**src/rtl/sgdmac_wr_cmd_arb.sv**
```systemverilog
// Round-robin arbiter sharing one SG-DMA write engine among N_CH channels.
// Optional busy watchdog: define SGDMAC_WR_ARB_WDT_EN.
module sgdmac_wr_cmd_arb #(
    parameter int N_CH       = 4,
    parameter int CH_W       = $clog2(N_CH),
    parameter int WDT_CYCLES = 65535
) (
    input  logic                 clk,
    input  logic                 rst,
    input  logic [N_CH-1:0]      req_valid_i,
    input  logic [48*N_CH-1:0]   req_cmd_i,
    output logic [N_CH-1:0]      req_ready_o,
    output logic                 eng_start_o,
    output logic [47:0]          eng_cmd_o,
    input  logic                 eng_done_i,
    output logic                 cpl_valid_o,
    output logic [CH_W-1:0]      cpl_ch_o,
    output logic                 cpl_err_o,
    output logic                 busy_o,
    output logic                 wdt_timeout_o
);

    if (N_CH < 2 || N_CH > 8 || WDT_CYCLES < 1) begin : g_bad_param
        $error("sgdmac_wr_cmd_arb: N_CH must be 2..8, WDT_CYCLES >= 1");
    end

    typedef enum logic [1:0] {
        ARB   = 2'd0,
        ISSUE = 2'd1,
        BUSY  = 2'd2,
        CPL   = 2'd3
    } state_t;

    state_t state;
    state_t state_nxt;

    logic [CH_W-1:0] rr_ptr;
    logic [CH_W-1:0] rr_nxt;
    logic [CH_W-1:0] win;
    logic [CH_W:0]   scan;
    logic [CH_W:0]   win_inc;
    logic            found;
    logic            grant;
    logic [47:0]     win_cmd;
    logic            bad;

    logic [47:0]     cmd_q;
    logic [CH_W-1:0] ch_q;
    logic            err_q;
    logic            first_busy;

    // First valid channel at or after rr_ptr, wrapping modulo N_CH.
    always_comb begin
        found = 1'b0;
        win   = '0;
        scan  = '0;
        for (int i = 0; i < N_CH; i++) begin
            scan = {1'b0, rr_ptr} + (CH_W+1)'(i);
            if (scan >= (CH_W+1)'(N_CH))
                scan = scan - (CH_W+1)'(N_CH);
            if (!found && req_valid_i[scan[CH_W-1:0]]) begin
                found = 1'b1;
                win   = scan[CH_W-1:0];
            end
        end
    end

    assign grant   = (state == ARB) && eng_done_i && found;
    assign win_cmd = req_cmd_i[48*int'(win) +: 48];
    assign bad     = (win_cmd[15:0] == 16'h0000)
                  || (win_cmd[1:0] != 2'b00)
                  || (win_cmd[17:16] != 2'b00);

    assign win_inc = {1'b0, win} + 1'b1;
    assign rr_nxt  = (win_inc == (CH_W+1)'(N_CH)) ? '0
                                                  : win_inc[CH_W-1:0];

    always_ff @(posedge clk) begin
        if (rst)
            state <= ARB;
        else
            state <= state_nxt;
    end

    always_comb begin
        state_nxt = state;
        unique case (state)
            ARB: begin
                if (grant)
                    state_nxt = bad ? CPL : ISSUE;
            end
            ISSUE: state_nxt = BUSY;
            // done may still read high on the first BUSY cycle
            BUSY: begin
                if (!first_busy && eng_done_i)
                    state_nxt = CPL;
            end
            CPL: state_nxt = ARB;
            default: state_nxt = ARB;
        endcase
    end

    always_comb begin
        req_ready_o = '0;
        if (grant)
            req_ready_o = N_CH'(1) << win;
        eng_start_o = (state == ISSUE);
        busy_o      = (state != ARB);
        cpl_valid_o = (state == CPL);
        cpl_ch_o    = (state == CPL) ? ch_q : '0;
        cpl_err_o   = (state == CPL) && err_q;
        eng_cmd_o   = cmd_q;
    end

    always_ff @(posedge clk) begin
        if (rst) begin
            rr_ptr     <= '0;
            cmd_q      <= '0;
            ch_q       <= '0;
            err_q      <= 1'b0;
            first_busy <= 1'b0;
        end else begin
            first_busy <= (state == ISSUE);
            if (grant) begin
                cmd_q  <= win_cmd;
                ch_q   <= win;
                err_q  <= bad;
                rr_ptr <= rr_nxt;
            end
        end
    end

`ifdef SGDMAC_WR_ARB_WDT_EN
    logic [31:0] wdt_cnt;
    logic        wdt_q;

    always_ff @(posedge clk) begin
        if (rst) begin
            wdt_cnt <= '0;
            wdt_q   <= 1'b0;
        end else begin
            if (state == ISSUE)
                wdt_cnt <= '0;
            else if (state == BUSY && wdt_cnt != '1)
                wdt_cnt <= wdt_cnt + 32'd1;
            if (state == BUSY && (wdt_cnt + 32'd1) >= 32'(WDT_CYCLES))
                wdt_q <= 1'b1;
        end
    end

    assign wdt_timeout_o = wdt_q;
`else
    assign wdt_timeout_o = 1'b0;
`endif

    a_ready_onehot: assert property (@(posedge clk) disable iff (rst)
        $onehot0(req_ready_o));

    a_cmd_stable: assert property (@(posedge clk) disable iff (rst)
        (state == BUSY) |-> $stable(eng_cmd_o));

    a_no_start_rejected: assert property (@(posedge clk) disable iff (rst)
        (state == ISSUE) |-> !err_q);

endmodule

```
**config.mk**
```make
export PLATFORM = sky130hd
export DESIGN_NAME = sgdmac_wr_cmd_arb
export DESIGN_NICKNAME = d
export VERILOG_FILES = /design/src/rtl/sgdmac_wr_cmd_arb.sv
export SDC_FILE = /design/constraint.sdc
export NUM_CORES = 1
export LEC_CHECK = 0
export CAP_MARGIN = 15
export CORE_MARGIN = 2
export CORE_UTILIZATION = 25
export DETAILED_ROUTE_END_ITERATION = 10
export GPL_ROUTABILITY_DRIVEN = 0
export HOLD_SLACK_MARGIN = 0.15
export PLACE_DENSITY_LB_ADDON = 0.3
export SETUP_SLACK_MARGIN = 0.5
export SYNTH_ARGS = -nofsm -noshare
export SYNTH_HDL_FRONTEND = slang
export SYNTH_SLANG_ARGS = --single-unit
```
**constraint.sdc**
```tcl
create_clock -name clk -period 5.9 [get_ports clk]
set_input_delay 1.18 -clock clk [delete_from_list [all_inputs] [get_ports clk]]
set_output_delay 1.18 -clock clk [all_outputs]
set_load 0.05 [all_outputs]
```
**Yosys cells after proc, flatten, opt, wreduce, memory -nomap -nowiden**

Index checks and enable logic that the tools add are counted.

- $add $sub $neg: 8
- Reduce and logical (&&, ||, !) cells: 19
- Equal/unequal tests: 6
- Shift-type cells: 2
- $mul: 1
- Order comparisons: 8
- Muxes and demuxes: 27

Operator list:

| operator | number |
|---|---|
| $shiftx A192 B9 Y48 | 1 |
| $mux W2 | 13 |
| $logic_not A16 Y1 | 1 |
| $lt A2 B3 Y1 const B | 4 |
| $ge A3 B3 Y1 const B | 3 |
| $bmux W1 S2 | 4 |
| $mux W1 | 8 |
| $pmux W2 S4 | 1 |
| $sub A2 B1 Y2 const B | 4 |
| $logic_and A1 B1 Y1 | 7 |
| $add A2 B1 Y3 const B | 2 |
| $add A2 B2 Y3 const B | 2 |
| $reduce_bool A2 Y1 | 3 |
| $eq A2 B2 Y1 const B | 2 |
| $logic_not A1 Y1 | 4 |
| $mul A2 B2 Y4 const A | 1 |
| $mux W4 | 1 |
| $ne A2 B2 Y1 const B | 2 |
| $shl A1 B2 Y4 const A | 1 |
| $eq A3 B3 Y1 const B | 1 |
| $ge A2 B3 Y1 const B | 1 |
| $eq A2 B1 Y1 const B | 1 |
| $logic_not A2 Y1 | 1 |
| $logic_or A1 B1 Y1 | 2 |
| $reduce_and A2 Y1 | 1 |

- Output and inout bits: 59
- Bits of input ports: 199
- Register bits: 56
- Word-level logic and storage cells: 77

**Depth between registers and ports, before layout**

Gate-level depths: netlist of run 1.

- Depth after elaboration: 22
- Depth in mapped cells: 13
- Mapped depth without buffers: 9

**Worst setup path before layout of run 1**

OpenSTA, ideal clock, no wires.

- Kind: input to output
- From: in req_valid_i[2]
- To: out req_ready_o[2]
- Setup slack: 1.613 ns
- Arrival time: 3.107 ns
- Stages on the path: 11
- Data required time: 4.720 ns
- Cells stage by stage: nor2b_1 > a311oi_1 > or2_1 > buf_6 > inv_6 > buf_6 > buf_4 > buf_2 > buf_2 > ha_1 > and2_1

- Longest elaborated chain between the ends: 14

RTL lines:

| element | line | source |
|---|---|---|
| start, declared | 10 | `input logic [N_CH-1:0] req_valid_i,` |
| $bmux W1 S2 | 61 | `if (!found && req_valid_i[scan[CH_W-1:0]]) begin` |
| $mux W1 (implied by the code) | 61 |  |
| $mux W1 | 61 |  |
| $logic_not A1 Y1 | 61 |  |
| $logic_and A1 B1 Y1 | 61 |  |
| $mux W1 | 61 |  |
| $logic_not A1 Y1 | 61 |  |
| $logic_and A1 B1 Y1 | 61 |  |
| $mux W1 | 61 |  |
| $logic_not A1 Y1 | 61 |  |
| $logic_and A1 B1 Y1 | 61 |  |
| $mux W2 * | 61 |  |
| net win[1] | 39 | `logic [CH_W-1:0] win;` |
| $shl A1 B2 Y4 * | 106 | `req_ready_o = N_CH'(1) << win;` |
| $mux W4 * | 105 | `if (grant)` |
| end, declared | 12 | `output logic [N_CH-1:0] req_ready_o,` |

Mark *: on every way through the listed nets, which the timed path passes. The rest lies on a longest branch. The select of a mux whose other input is x is not followed.

**Final worst setup path of run 1**

- From: in req_valid_i[2]
- To: out req_ready_o[3]

- Longest elaborated chain between the ends: 14

RTL lines:

| element | line |
|---|---|
| $bmux W1 S2 | 61 |
| $mux W1 (implied by the code) | 61 |
| $mux W1 | 61 |
| $logic_not A1 Y1 | 61 |
| $logic_and A1 B1 Y1 | 61 |
| $mux W1 | 61 |
| $logic_not A1 Y1 | 61 |
| $logic_and A1 B1 Y1 | 61 |
| $mux W1 | 61 |
| $logic_not A1 Y1 | 61 |
| $logic_and A1 B1 Y1 | 61 |
| $mux W2 / $mux W1 (equally long branches) | 61 |
| $shl A1 B2 Y4 / $logic_and A1 B1 Y1 (equally long branches) | 106, 68 |
| $mux W4 * | 105 |

Every way passes the cells marked *; elsewhere a longest branch is shown, timed or not. The select of a mux whose other input is x is not followed.

==> results.toml, run 1 <==
[run_status]
outcome = "finished, final reports clean"

[synth]
synth_edf_count = 0
synth_top_family_by_area = "simple AND/OR/NAND/NOR gates"
synthSimpleGateAreaFrac_pct = 36.6
yosys_warnings = 0
synth_fa_ha_area_share_pct = 3.01
synth_nets = 756
yosysSeqAreaShare_pct = 30.0
synthMuxAreaShare_pct = 15.1
avgSynthCellArea_um2 = 6.82
synthFlopType = "dfxtp_1"
synthXorXnorAreaFrac_pct = 0
synth-seq-cells = 56
async_flop_share_pct = 0
synth_cell_types = 32
synth_area_um2 = 3740
synth_cells = 548
synth_compound_area_share_pct = 9.21

[routing]
vias = 4490
initialDrtViolationCount = 165
via_per_inst = 4.68
wl_um = 14400
drcViolationCount = 0
antenna_left = 0
dr.pass1.iters = 4
wl_per_cell_um = 15.0

[placed_design]
dp.cells = 951
place_area_um2 = 6400
dpl.hpwl_um = 10800
placement.io_buffers = 256

[sta]
hold-worst-slack_ns = 0.455
finalMaxSlewViolations = 0
setup_violations = 0
setup_tns_ns = 0
layout_min_cycle_time_ns = 5.06
post-route-period-util_pct = 85.8
worst_pin_slew_ns = 1.12
skew_ns = 0.00562
relSlewSlack_pct = 25.4
fmax_ghz = 0.198
final-hold-violation-count = 0
rsz0062_at_grt = "no"

[global_route]
grt_pass1_vias = 4468
grt.overflow.total = 0
grt_first_pass_wirelength_um = 22900
grt_usage_pct = 17.7
grt_max_degree = 69
antenna_found_initial = 0

[layout]
nets = 982
fill_cells = 1505
final_cells = 959
layout-drive-gt1-share_pct = 4.39
insertedDiodeCount = 0
final_area_um2 = 6570
syn_to_final_growth_pct = 75.9

[hold_path]
hp-class = "reg2reg"
hold_depth = 2
hp-start = "eng_cmd_o[25]$_SDFFE_PP0P_"

[power]
vdd_drop_max_mv = 0.121
p_leak_nw = 2.54
p_per_area_nw_per_um2 = 329
power.total_mw = 2.16

[clocking]
cts_root_buffer = "clkbuf_16"
cts_tree = "built"
clock-sinks = 56
clk_transition_reported_paths_ns = 0.08
hold_buffers = 0
clockBufferDepth = 2
clk_latency_ns = 0.30
cts_setup_buffers = 0
cts_buffers = 5
cts-htree-levels = 2
cts-resized-gates = 0

[worst_setup_path]
arrival_ns = 3.88
crit_start = "req_valid_i[2]"
endpoint_kind = "output pin"
critPathMaxFanout = 32
cp-start-kind = "primary input"
required_ns = 4.72
ff2ff_path_depth = 9
critPathKind = "in2out"
r2r-start = "rr_ptr[0]$_SDFFE_PP0P_"

[die]
io_pins = 258
die_area_um2 = 15900
num_rows = 44
start_util_pct = 25.6
core_area_um2 = 14600
die_y_um = 126
die_w_um = 126

[job]
drv_cap = 0
sequential cells by signal, summed over array words and instances, names as in the netlist:
name / cells
err_q: 1
ch_q: 2
state: 2
rr_ptr: 2
eng_cmd_o: 48
first_busy: 1
routing by layer:
metal	global-route usage, %	up-vias	routed length (um)
met5	0	-	0
met4	4.20	0	177
met3	5.73	12	1320
met2	31.8	180	6870
met1	20.5	2008	6060
li1	-	2290	-
where the power goes:
group,switching [mW],internal (mW),leakage [nW]
clock,0.147,0.200,0.0798
combinational,0.802,0.496,2.00
sequential,0.0494,0.467,0.459
total,0.999,1.16,2.54
stage by stage:
step | util, % | worst slack, ns
2_1_floorplan | - | 1.61
4_1_cts | 45.1 | 0.812
6_report | 45.1 | 0.837
5_1_grt | 45.1 | 0.653
3_5_place_dp | 43.9 | 0.817
3_3_place_gp | 43.9 | 0.847
cell usage after synthesis (3+ instances only):
cell | instances | area, um2
nand2_1 | 173 | 649
nand3_1 | 90 | 450
dfxtp_1 | 56 | 1120
a21oi_1 | 54 | 270
mux2i_1 | 45 | 450
clkbuf_1 | 31 | 116
nor2_1 | 28 | 105
mux2_2 | 10 | 113
buf_2 | 9 | 45.0
ha_1 | 9 | 113
and2_1 | 7 | 43.8
inv_1 | 4 | 15.0
nand2b_1 | 4 | 25.0
nor3_1 | 3 | 15.0
worst paths after layout:
path                                      to  slack, ns
setup / recovery              req_ready_o[3]       0.84
setup reg to reg          err_q$_SDFFE_PP0P_       2.92
hold / removal    eng_cmd_o[25]$_SDFFE_PP0P_       0.46
hold reg to reg   eng_cmd_o[25]$_SDFFE_PP0P_       0.46
worst max-delay path, stage by stage:
cell,delay [ns]
clkdlybuf4s50_1,0.55
nor2b_1,0.16
a311oi_1,0.05
or2_2,0.46
inv_6,0.35
ha_1,0.21
and2_1,0.12
clkdlybuf4s50_1,0.80
layout make-up:
cell class / count / area, um2 / share of cell area (%)
Clock inverter: 3 / 42.5 / 0.647
Clock buffer: 5 / 125 / 1.90
Timing Repair Buffer: 263 / 2610 / 39.7
Multi-Input combinational cell: 442 / 2420 / 36.8
Sequential cell: 56 / 1120 / 17.1
Tap cell: 184 / 230 / 3.50
Inverter: 6 / 27.5 / 0.419
logic make-up after synthesis:
logic type	Yosys count
buffers and inverters	50
DFF	56
AOI/OAI and AO/OA	63
muxes	55
adders and majority gates	9
and+or+nand+nor	314
other	1
placed cells by master, fill, tap and decap left out, types with 2 or more instances in the layout:
master	instances
buf_4	7
inv_1	4
nor3_1	3
nand2b_1	4
ha_1	9
mux2i_1	45
o31a_1	2
mux2_2	10
nor2_1	27
dfxtp_1	56
nand3_1	90
nor2b_1	2
nand2_1	173
clkdlybuf4s50_1	255
and2_1	7
a211oi_1	2
nand4_1	2
a21oi_1	54
clkbuf_16	5
Note: power is estimated with default switching activity, not from simulation.
==> run 2, diff against run 1 <==
--- a/constraint.sdc
+++ b/constraint.sdc
@@ -3,2 +3,2 @@
 set_output_delay 1.18 -clock clk [all_outputs]
-set_load 0.05 [all_outputs]
+set_load 0.01 [all_outputs]
==> results.toml, run 2 (synthesis gave the netlist of run 1 again) <==
[clocking]
cts-htree-levels = 2
cts-resized-gates = 0
cts_setup_buffers = 0
clockBufferDepth = 2
hold_buffers = 0
cts_buffers = 5
clk_latency_ns = 0.29
cts_root_buffer = "clkbuf_16"
cts_tree = "built"
clock-sinks = 56
clk_transition_reported_paths_ns = 0.07

[routing]
wl_um = 14500
drcViolationCount = 0
antenna_left = 0
via_per_inst = 4.67
wl_per_cell_um = 15.1
dr.pass1.iters = 4
initialDrtViolationCount = 172
vias = 4481

[global_route]
antenna_found_initial = 0
grt_first_pass_wirelength_um = 22700
grt_max_degree = 53
grt_pass1_vias = 4316
grt.overflow.total = 0
grt_usage_pct = 17.7

[worst_setup_path]
r2r-start = "rr_ptr[0]$_SDFFE_PP0P_"
critPathMaxFanout = 52
crit_chain = "clkdlybuf4s50_1, nand2_1, a311oi_1, or2_2, inv_6, ha_1, and2_1, clkdlybuf4s50_1"
cp_slowest_stage_delay_ns = 0.61
slowest_stage = "clkdlybuf4s50_1"
cp-start-kind = "primary input"
ff2ff_path_depth = 10
r2r_slack_ns = 2.40
required_ns = 4.72
cpMostUsedCell = "clkdlybuf4s50_1"
reg2reg_to = "state[1]$_SDFFE_PP0P_"
arrival_ns = 3.68
endpoint_kind = "output pin"
critPathKind = "in2out"

[die]
die_w_um = 126
num_rows = 44
die_y_um = 126
io_pins = 258
core_area_um2 = 14600
die_area_um2 = 15900
start_util_pct = 25.6

[power]
vdd_drop_max_mv = 0.134
p_per_area_nw_per_um2 = 289
p_leak_nw = 2.55

[layout]
layout-drive-gt1-share_pct = 4.51
syn_to_final_growth_pct = 76.3
nets = 983
final_cell_mix = "clkdlybuf4s50_1, nand2_1, nand3_1, dfxtp_1, a21oi_1"
insertedDiodeCount = 0
final_cells = 960
final_area_um2 = 6590
largest_reg_flops = 48
layout_commonest_cell = "clkdlybuf4s50_1"

[sta]
finalMaxSlewViolations = 0
worst_pin_slew_ns = 0.720
final-hold-violation-count = 0
skew_ns = 0.00487
rsz0062_at_grt = "no"
fmax_ghz = 0.206
setup_violations = 0
relSlewSlack_pct = 52.0
setup_tns_ns = 0
hold-worst-slack_ns = 0.452
layout_setup_ws_ns = 1.04
post-route-period-util_pct = 82.3
layout_min_cycle_time_ns = 4.86

[job]
drv_cap = 0

[placed_design]
dp.cells = 952
pre_cts_ws_ns = 0.951
placement.io_buffers = 256
dpl.hpwl_um = 11100
place_area_um2 = 6410

[hold_path]
worstHoldEndpoint = "ch_q[1]$_SDFFE_PP0P_"
hold_depth = 2
hp-class = "reg2reg"
hp-start = "ch_q[1]$_SDFFE_PP0P_"

[run_status]
outcome = "finished, final reports clean"
## run 2: cell count changes in the layout (fill, tap and decap cells not counted)
cell and change:
clkbuf_8 +1, clkinvlp_4 -1, clkinv_2 -1, clkinv_4 +1
buf_4 +1
## run 2: per-layer routing
layer | wire, um | part of all wire (%) | global-route usage (%) | vias to the layer above
met4 | 158 | 1.1 | 3.62 | 0
li1 | - | - | - | 2287
met5 | 0 | 0 | 0 | -
met2 | 6950 | 48 | 31.3 | 181
met1 | 6040 | 42 | 20.9 | 2003
met3 | 1340 | 9.3 | 5.82 | 10
## run 2: cell type report
class	count	area (um2)
sequential	56	1120
timing repair buffer	264	2620
multi-input combinational	442	2420
inverter	6	27.5
tap	184	230
clock inverter	2	38.8
fill	1526	8000
clock buffer	6	139
## run 2: how the worst max path moves through the flow
| stage | slack, ns | to | start | cells past startpoint |
|---|---|---|---|---|
| 2_1_floorplan | 1.88 | req_ready_o[2] | req_valid_i[2] | 11 |
| 3_3_place_gp | 1.02 | state[1]$_SDFFE_PP0P_ | req_valid_i[2] | 11 |
| 3_5_place_dp | 0.95 | state[1]$_SDFFE_PP0P_ | req_valid_i[0] | 11 |
| 4_1_cts | 1.05 | req_ready_o[3] | req_valid_i[0] | 8 |
| 5_1_grt | 0.89 | req_ready_o[3] | req_valid_i[0] | 8 |
| 6_report | 1.04 | req_ready_o[3] | req_valid_i[0] | 8 |
## run 2: stage by stage
stage          util (%)  total power, mW
2_1_floorplan         -             1.12
6_report           45.2             1.91
3_5_place_dp       44.0             1.58
5_1_grt            45.2             2.06
4_1_cts            45.2             1.94
3_3_place_gp       44.0             1.58
## run 2: where the power goes
group	switching, mW	internal (mW)	leakage [nW]
clock	0.139	0.213	0.0871
sequential	0.0477	0.466	0.459
combinational	0.541	0.498	2.01
## run 2: worst max-delay path: cells and delay by family
family | cells | cell delay (ns)
buffers and inverters | 3 | 1.30
and+or+nand+nor | 3 | 0.64
AOI/OAI and AO/OA | 1 | 0.28
adders and majority gates | 1 | 0.24
